$ cat src/rtl/serial_add_sub_ctrl_pkg.sv
// Shared constants for the bit-serial add/subtract controller.
//   DEFAULT_WIDTH : default operand/result width.
//   ST_IDLE/ST_RUN/ST_DONE : controller state encodings.
//   cnt_width()   : width of the bit counter for a given operand width.
package serial_add_sub_ctrl_pkg;

  localparam int DEFAULT_WIDTH = 32;

  localparam logic [1:0] ST_IDLE = 2'd0;
  localparam logic [1:0] ST_RUN  = 2'd1;
  localparam logic [1:0] ST_DONE = 2'd2;

  // ceil(log2(w)); w is at least 2, so the result is at least 1.
  function automatic int cnt_width(input int w);
    return $clog2(w);
  endfunction

endpackage

$ cat src/rtl/serial_add_sub_ctrl_fa.sv
// One-bit full adder used as the single arithmetic element of the
// serial add/subtract datapath.
//   A, B : operand bits
//   cin  : carry in
//   sum  : sum bit
//   co   : carry out
module FA (
  input  logic A,
  input  logic B,
  input  logic cin,
  output logic sum,
  output logic co
);

  assign sum = A ^ B ^ cin;
  assign co  = (A & B) | (cin & (A ^ B));

endmodule

$ cat src/rtl/serial_add_sub_ctrl.sv
// Bit-serial adder/subtractor. One operation computes A+B (op=0) or A-B
// (op=1), LSB first, one bit per clock through a single full adder.
//   clk      : clock, rising edge
//   rst      : synchronous active-high reset
//   start    : begin an operation (only honoured in IDLE)
//   op       : 0 = add, 1 = subtract (sampled with start)
//   A, B     : operands (sampled with start)
//   busy     : high while bits are being processed
//   done     : one-cycle pulse when result/cout/overflow are valid
//   result   : sum/difference, modulo 2^WIDTH
//   cout     : carry out of the MSB (for subtract, 1 = no borrow)
//   overflow : signed two's-complement overflow
module serial_add_sub_ctrl
  import serial_add_sub_ctrl_pkg::*;
#(
  parameter int WIDTH = DEFAULT_WIDTH
) (
  input  logic             clk,
  input  logic             rst,
  input  logic             start,
  input  logic             op,
  input  logic [WIDTH-1:0] A,
  input  logic [WIDTH-1:0] B,
  output logic             busy,
  output logic             done,
  output logic [WIDTH-1:0] result,
  output logic             cout,
  output logic             overflow
);

  localparam int             CW       = cnt_width(WIDTH);
  localparam logic [CW-1:0]  LAST_BIT = CW'(WIDTH - 1);

  logic [1:0]       state_q, state_d;
  logic [WIDTH-1:0] a_q, a_d;
  logic [WIDTH-1:0] b_q, b_d;
  logic [WIDTH-1:0] res_q, res_d;
  logic [CW-1:0]    cnt_q, cnt_d;
  logic             carry_q, carry_d;
  logic             cout_q, cout_d;
  logic             ovf_q, ovf_d;
  logic             fa_sum, fa_co;

  FA u_fa (
    .A   (a_q[0]),
    .B   (b_q[0]),
    .cin (carry_q),
    .sum (fa_sum),
    .co  (fa_co)
  );

  always_comb begin
    state_d = state_q;
    a_d     = a_q;
    b_d     = b_q;
    res_d   = res_q;
    cnt_d   = cnt_q;
    carry_d = carry_q;
    cout_d  = cout_q;
    ovf_d   = ovf_q;
    case (state_q)
      ST_IDLE: begin
        if (start) begin
          // Subtraction is A + ~B + 1: invert B here and seed the carry with 1.
          a_d     = A;
          b_d     = B ^ {WIDTH{op}};
          carry_d = op;
          cnt_d   = '0;
          state_d = ST_RUN;
        end
      end
      ST_RUN: begin
        // Sum bits enter at the MSB so that after WIDTH shifts bit 0 sits at the LSB.
        res_d   = {fa_sum, res_q[WIDTH-1:1]};
        a_d     = a_q >> 1;
        b_d     = b_q >> 1;
        carry_d = fa_co;
        cnt_d   = cnt_q + CW'(1);
        if (cnt_q == LAST_BIT) begin
          // carry_q is the carry into the MSB; fa_co the carry out of it.
          cout_d  = fa_co;
          ovf_d   = carry_q ^ fa_co;
          cnt_d   = '0;
          state_d = ST_DONE;
        end
      end
      ST_DONE: begin
        state_d = ST_IDLE;
      end
      default: begin
        state_d = ST_IDLE;
      end
    endcase
  end

  always_ff @(posedge clk) begin
    if (rst) begin
      state_q <= ST_IDLE;
      a_q     <= '0;
      b_q     <= '0;
      res_q   <= '0;
      cnt_q   <= '0;
      carry_q <= 1'b0;
      cout_q  <= 1'b0;
      ovf_q   <= 1'b0;
    end else begin
      state_q <= state_d;
      a_q     <= a_d;
      b_q     <= b_d;
      res_q   <= res_d;
      cnt_q   <= cnt_d;
      carry_q <= carry_d;
      cout_q  <= cout_d;
      ovf_q   <= ovf_d;
    end
  end

  assign busy     = (state_q == ST_RUN);
  assign done     = (state_q == ST_DONE);
  assign result   = res_q;
  assign cout     = cout_q;
  assign overflow = ovf_q;

endmodule

$ cat config.mk
export PLATFORM = sky130hd
export DESIGN_NAME = serial_add_sub_ctrl
export DESIGN_NICKNAME = d
export VERILOG_FILES = /design/src/rtl/serial_add_sub_ctrl_pkg.sv /design/src/rtl/serial_add_sub_ctrl_fa.sv /design/src/rtl/serial_add_sub_ctrl.sv
export SDC_FILE = /design/constraint.sdc
export NUM_CORES = 1
export LEC_CHECK = 0
export BUFFER_PORTS_ARGS = -buffer_cell sky130_fd_sc_hd__buf_4
export CORE_MARGIN = 5
export CORE_UTILIZATION = 54
export CTS_CLUSTER_DIAMETER = 60
export DETAILED_ROUTE_END_ITERATION = 12
export PLACE_DENSITY = 0.77
export SLEW_MARGIN = 15
export SYNTH_ARGS = -nofsm -noshare
export SYNTH_HDL_FRONTEND = slang
export SYNTH_HIERARCHICAL = 1
export SYNTH_SLANG_ARGS = --single-unit
$ cat constraint.sdc
create_clock -name clk -period 2.5 [get_ports clk]
set_clock_uncertainty 0.2 [all_clocks]
set_input_delay 0.25 -clock clk [delete_from_list [all_inputs] [get_ports clk]]
set_output_delay 0.25 -clock clk [all_outputs]
set_load 0.05 [all_outputs]
==> metrics.cfg, run 1 <==
[outcome]
result_of_the_run=finished clean

[sta]
final.min_clock_period_ps=1981
timing.max_slew.rel_slack=0.5303
maxClockFrequency_mhz=504.7
final_max_slew_viol_count=0
setup_total_negative_slack_ps=0
setup_violations=0
share_of_the_cycle_needed_by_the_critical_path_after_routing=0.7926
finalHoldViolations=0
tightestPinTransition_ps=702.9
unrepaired_setup_endpoints_after_global_routing=no

[floorplan]
die_area_sq_um=10830
die_y_microns=104.1
core_area_sq_um=8678
io_pins=104
rows=34
die-width_microns=104.1
initial_core_util=0.5509

[grt]
grt_start_max_net_pins=66
antenna_found_initial=0
grt_pass1_vias=3728
grt.total_usage=0.1831
first_pass_grt_wire_length_microns=17070
grt_overflow=0

[clock_network]
cts_buffers=9
clock_insertion_delay_worst_skew_ps=360
cts.htree.levels=3
clk_transition_reported_paths_ps=100
cts_root_buf=clkbuf_8
clock_sink_count=106
cts-resized-gates=0
cts_tree=built
cts.path.max_buffers=2

[worst_hold_path]
holdCritStartpoint=B[31]
worstHoldPathType=input pin to flip-flop

[critical_path]
path_max_fanout=5
timing.critical_path.from=cnt_q[0]
cpMostUsedCell=ha_1
last_element_of_the_critical_path=cnt_q[3]
worst_ep_required_time_ps=2570
cp_num_buf_inv=0
timing.rr.end=cnt_q[3]
timing_worst_setup_path_type=flip-flop to flip-flop
critPathArrivalTime_ps=2050
reg2reg_slack_ps=520
timing.critical_path.slowest_stage_cell=dfxtp_1
worst-path-stages=6
depth_of_the_worst_register_to_register_path=6
critPathTopFamily=adder cells
startpoint_of_the_worst_slack_reg_to_reg_timing_path=cnt_q[0]
critPathCaptureType=flip-flop
cp_slowest_stage_delay_ps=360
sort_of_element_at_the_start_of_the_critical_path=flip-flop
cell_breakdown_of_the_critical_path=ha_1 > and3_1 > ha_1 > nor3b_4 > a41oi_1 > a311oi_1

[power_and_ir_drop]
power.density_cell_area_nw_per_um2=589.3
total_leakage_power_nw=2.308
ir_drop_uv=279.5

[final_layout]
antennaDiodeCount=0
layout.cell_area.non_filler_sq_um=5748
layout-drive-gt1-share=0.2226
synthToLayoutAreaGrowth_pct=20.23
finalNetCount=695

[synth]
synth_cell_type_count=36
synth_ff_type=dfxtp_1
yosysSeqAreaShare=0.4439
synth.cell_area_sq_um=4781
synth.top_cell.area_share=0.4439
most_used_standard_cell_by_instance_count_after_synthesis=dfxtp_1
synthArstFlopShare=0
syn_area_per_cell_sq_um=8.692
synthesis.yosys.warnings=6
post_synth_inst_count=550
yosys_register_bits=106
synthesis.nets=621
synth_edf_count=0
synthDominantAreaCellType=dfxtp_1
post_synth_most_frequent_cells=dfxtp_1 (106), a21oi_1 (67), nand2_1 (66)
synthTopCellsByArea=dfxtp_1 (44%), a21oi_1 (7.0%), xor2_1 (6.0%)

[route]
drt_first_pass_iters=5
route.final.wire_length_microns=9979
drt-initial-drc-count=114
vias=3969
routedWlPerCell_microns=13.54
drc=0
final_antenna_net_count=0
vias_per_cell=5.385

[placement]
io_buffer_count=103
post-dp-hpwl_microns=6665
gp_congestion=0.7630
post_dp_cell_area_sq_um=5537

[flow_run]
timing.max_cap.violations=0

==> what timing repair did <==
action                                 4_1_cts  5_1_grt
setup buffers                                0        0
endpoints found under the hold margin       10        0
hold buffers                                 2        0
==> registers in the layout, indices dropped and copies added, names as in the netlist <==
name,cells
carry_q,1
result,32
state_q,2
b_q,32
cnt_q,5
cout,1
a_q,32
overflow,1
==> kinds of logic after synthesis <==
logic type      after synthesis  synth area share
compound gates              138            0.1913
flops                       106            0.4439
xor+xnor                     33           0.06046
buf+inv                      54           0.05260
fa+ha+maj                     3          0.009421
mux                           2          0.004188
simple gates                214            0.2382
==> worst min-delay path by stage <==
stage | endpoint | cells after the start
floorplan | a_q[31] | 2
global placement | result[0] | 2
detailed placement | b_q[9] | 1
CTS | b_q[8] | 4
global route | b_q[11] | 4
finish | b_q[31] | 4
==> tightest hold or removal path, cell delays in order <==
cell and delay [ps]:
buf_4 90, xor2_1 60, a22oi_1 150, nor2_1 50
==> cell usage in the layout (no fill, tap or decap), types with 2 or more instances in the layout <==
master         synthesis  routed
buf_4                  1     112
dfxtp_1              106     105
a21oi_1               67      67
nand2_1               66      66
nor2_1                40      40
a22oi_1               35      35
nor3_1                33      33
xor2_1                33      33
o2bb2ai_1             31      31
or3b_1                28      28
nand2b_1              26      26
clkbuf_8               0      10
or2b_1                 7       7
or3b_2                 4       4
inv_6                  0       3
nand3_1                2       2
mux2i_1                2       2
ha_1                   2       2
dlygate4sd3_1          0       2
==> report_power, final <==
part	switching [mW]	internal (mW)	leakage, nW
registers	0.0548	1.79	0.868
clock network	0.606	0.410	0.0958
logic	0.277	0.252	1.34
total	0.938	2.45	2.31
==> per-layer routing <==
metal / vias up / track usage / part of all wire
met5: - / 0 / 0
met4: 0 / 0.06660 / 0.011
met3: 10 / 0.03973 / 0.052
met2: 98 / 0.2914 / 0.47
met1: 1815 / 0.2443 / 0.46
li1: 2046 / - / -
==> final cells by class <==
type,count,area [sq um]
fillers,761,2930
multi-input cells,390,2410
flip-flops and latches,106,2123
repair buffers,115,880.8
clock buffers,10,137.6
well taps,108,135.1
clock inverters,6,53.80
inverters,2,7.507
==> metrics by stage <==
stage | utilization | worst slack (ps) | hold slack [ps] | power, mW | std cells
3_5_place_dp | 0.6380 | 545.1 | 248.8 | 2.410 | 719
5_1_grt | 0.6623 | 346.5 | 88.18 | 3.571 | 737
4_1_cts | 0.6623 | 522.6 | 75.09 | 3.416 | 737
3_3_place_gp | 0.6380 | 628.8 | 242.7 | 2.391 | 719
6_report | 0.6623 | 518.6 | 86.86 | 3.387 | 737
2_1_floorplan | - | 501.0 | 198.3 | 2.248 | 550
Note: power is estimated with default switching activity, not from simulation.
==> inputs of run 2 (changes only) <==
- ABC_AREA: not set -> 1
- CORE_UTILIZATION: 54 -> 55
- PLACE_DENSITY: 0.77 -> 0.78
- clock period: 2.5 -> 2 ns (I/O delays scaled with it)
==> run 2 against run 1 <==
  * Clock-buffer cell count fell by 1
  * Largest power group unchanged
  * Synthesized cell count is 47% higher
  * Final area up 11%
  * Clock power increased by 46%
  * Core utilization rose by 3.6 points
  * Total power rose by 45%
  * Register-to-register slack got worse by 270 ps
  * Routed wire length grew 27%
  * Non-clock buffer count increased by 30
  * Final cell count is 39% higher
==> metrics.cfg, run 2 <==
[final_layout]
layoutNonFillerInstCount=1026  ; +39%
layout.cells.most_common=nand2_1
finalNetCount=981  ; +41%
antennaDiodeCount=0  ; unchanged
seq_area_sq_um=2122  ; about the same
synthToLayoutAreaGrowth_pct=25.27
layout-drive-gt1-share=0.1552  ; -0.06738
fillerInstances=766  ; +0.66%
multi_input_area_sq_um=2394  ; -0.67%
layout.cells.most_common_list=nand2_1 (201), nor2_1 (177), buf_4 (118), dfxtp_1 (106), nand3_1 (102)

[synth]
synth_cell_type_count=21  ; -42%
synth.cell_area_sq_um=5080  ; +6.3%
synthArstFlopShare=0  ; unchanged
synthTopCellsByArea=dfxtp_1 (42%), nand2_1 (15%), nor2_1 (13%)
synthDominantAreaCellType=dfxtp_1
synth.top_cell.area_share=0.4177  ; -0.02613
most_used_standard_cell_by_instance_count_after_synthesis=nand2_1
post_synth_most_frequent_cells=nand2_1 (201), nor2_1 (177), dfxtp_1 (106)
synthesis.nets=878  ; +41%
post_synth_inst_count=807  ; +47%
synth_edf_count=0  ; unchanged
synth_ff_type=dfxtp_1
synthesis.yosys.warnings=6  ; unchanged
yosys_register_bits=106  ; unchanged
yosysSeqAreaShare=0.4177  ; -0.02613
syn_area_per_cell_sq_um=6.295  ; -28%

[worst_hold_path]
worstHoldPathType=input pin to flip-flop
cell_count_of_the_worst_hold_path=5  ; +1

[route]
drt-initial-drc-count=327  ; +190%
vias_per_cell=5.095  ; -5.4%
drc=0  ; unchanged
route.final.wire_length_microns=12630  ; +27%
vias=5227  ; +32%
final_antenna_net_count=0  ; unchanged
routedWlPerCell_microns=12.31  ; -9.1%
drt_first_pass_iters=5  ; unchanged

[floorplan]
io_pins=104  ; unchanged
core_area_sq_um=9109  ; +5.0%
die-width_microns=106.1  ; +1.9%
rows=35  ; +2.9%
initial_core_util=0.5577  ; +0.006798
die_area_sq_um=11260  ; +3.9%
die_y_microns=106.1  ; +1.9%

[power_and_ir_drop]
ir_drop_uv=482.1  ; +72%
power.net_switching_mw=1.518  ; +62%
sw_frac_of_total=0.3101  ; +0.03331
total_leakage_power_nw=3.233  ; +40%
power.density_cell_area_nw_per_um2=769.3  ; +31%
power_internal_mw=3.377  ; +38%
p_seq_frac=0.478  ; -0.066
power.share.combinational=0.216  ; +0.060
share_clk_of_total_power=0.305  ; +0.005

[placement]
total_placed_cells_including_tap_cells=984  ; +37%
post-place-ws_ps=329.1  ; -216.1 ps
io_buffer_count=103  ; unchanged
post-dp-hpwl_microns=8152  ; +22%
gp_congestion=0.8330  ; +9.2%

[grt]
grt_start_max_net_pins=47  ; -29%
grt_overflow=0  ; unchanged
first_pass_grt_wire_length_microns=21460  ; +26%
grt.total_usage=0.2259  ; +0.04284
antenna_found_initial=0  ; unchanged
grt_pass1_vias=4934  ; +32%

[clock_network]
cts_tree=built
clk_transition_reported_paths_ps=100  ; about the same
cts.htree.levels=3  ; unchanged
cts_root_buf=clkbuf_8
clock_insertion_delay_worst_skew_ps=360  ; about the same
clock_sink_count=106  ; unchanged
cts_setup_buffers=0  ; unchanged
cts_buffers=9  ; unchanged
cts.path.max_buffers=2  ; unchanged

[critical_path]
timing.critical_path.slowest_stage_cell=dfxtp_1
path_max_fanout=28  ; +23
timing_worst_setup_path_type=flip-flop to primary output
worst_ep_required_time_ps=1600  ; -970 ps
cell_breakdown_of_the_critical_path=nand2_2 > inv_2 > buf_6 > buf_4
depth_of_the_worst_register_to_register_path=9  ; +3
cp_slowest_stage_delay_ps=420  ; +60 ps
critPathArrivalTime_ps=1460  ; -590 ps
critPathCaptureType=primary output
sort_of_element_at_the_start_of_the_critical_path=flip-flop

[sta]
unrepaired_setup_endpoints_after_global_routing=no
setup_violations=0  ; unchanged
final.min_clock_period_ps=1861
tightestPinTransition_ps=595.0  ; -107.9 ps
setup_slack_ps=138.7  ; -379.9 ps
share_of_the_cycle_needed_by_the_critical_path_after_routing=0.9306
finalHoldViolations=0  ; unchanged
maxClockFrequency_mhz=537.3
timing.max_slew.rel_slack=0.6024  ; +0.07206
setup_total_negative_slack_ps=0  ; unchanged
final_max_slew_viol_count=0  ; unchanged

[flow_run]
timing.max_cap.violations=0  ; unchanged

[outcome]
result_of_the_run=finished clean

[run 2: power groups by stage]
stage	Sequential [mW]	Combinational (mW)	Clock (mW)
5_1_grt	2.36	1.18	1.62
4_1_cts	2.34	1.06	1.51
3_3_place_gp	2.38	0.985	0
2_1_floorplan	2.56	0.518	0
6_report	2.34	1.06	1.49
3_5_place_dp	2.39	1.01	0
[run 2: cell type report]
class / count / area share
sequential: 106 / 0.3335
clock inverter: 7 / 0.01711
clock buffer: 9 / 0.01947
timing repair buffer: 145 / 0.1819
tap: 111 / 0.02182
multi-input combinational: 563 / 0.3761
inverter: 85 / 0.05014
[run 2: layer usage]
metal / share of wire / track usage / vias up
met4: 0.027 / 0.09158 / 0
met2: 0.50 / 0.4027 / 161
met3: 0.050 / 0.03218 / 32
met1: 0.43 / 0.2718 / 2355
met5: 0 / 0 / -
li1: - / - / 2679
[run 2: kinds of logic (layout without fill, tap and decap cells)]
family	after synthesis	in the layout	synth area share
and+or+nand+nor	485	485	0.3860
DFF	106	106	0.4177
adders and majority gates	3	3	0.008866
xor gates and xnor gates	2	2	0.003449
buffers and inverters	138	246	0.1111
AOI/OAI and AO/OA	73	73	0.07291
[run 2: timing repair]
action / 4_1_cts / 5_1_grt
endpoints found under the hold margin: 26 / 0
gates resized for setup: 0 / 1
endpoints found under the setup margin: 0 / 1
hold buffers: 26 / 0
[run 2: final timing paths]
path / start / to / slack, ps
worst max-delay path: state_q[0] / busy / 140
worst min-delay path: A[18] / a_q[18] / 5
worst min register to register: result[0] / result[0] / 290
worst max register to register: cnt_q[0] / cnt_q[2] / 250
[run 2: stage by stage]
step | total power [mW] | instance area, sq um | util | hold slack (ps)
2_1_floorplan | 3.078 | 5080 | - | 143.9
3_3_place_gp | 3.367 | 5867 | 0.6441 | 265.7
3_5_place_dp | 3.400 | 5867 | 0.6441 | 276.4
4_1_cts | 4.911 | 6360 | 0.6982 | 4.373
5_1_grt | 5.153 | 6364 | 0.6986 | 17.32
6_report | 4.896 | 6364 | 0.6986 | 4.985
[run 2: critical path: cells and delay by family (launching register included)]
family | cells | cell delay [ps]
flip-flops | 1 | 420
AND/OR/NAND/NOR | 1 | 130
buffers and inverters | 3 | 550
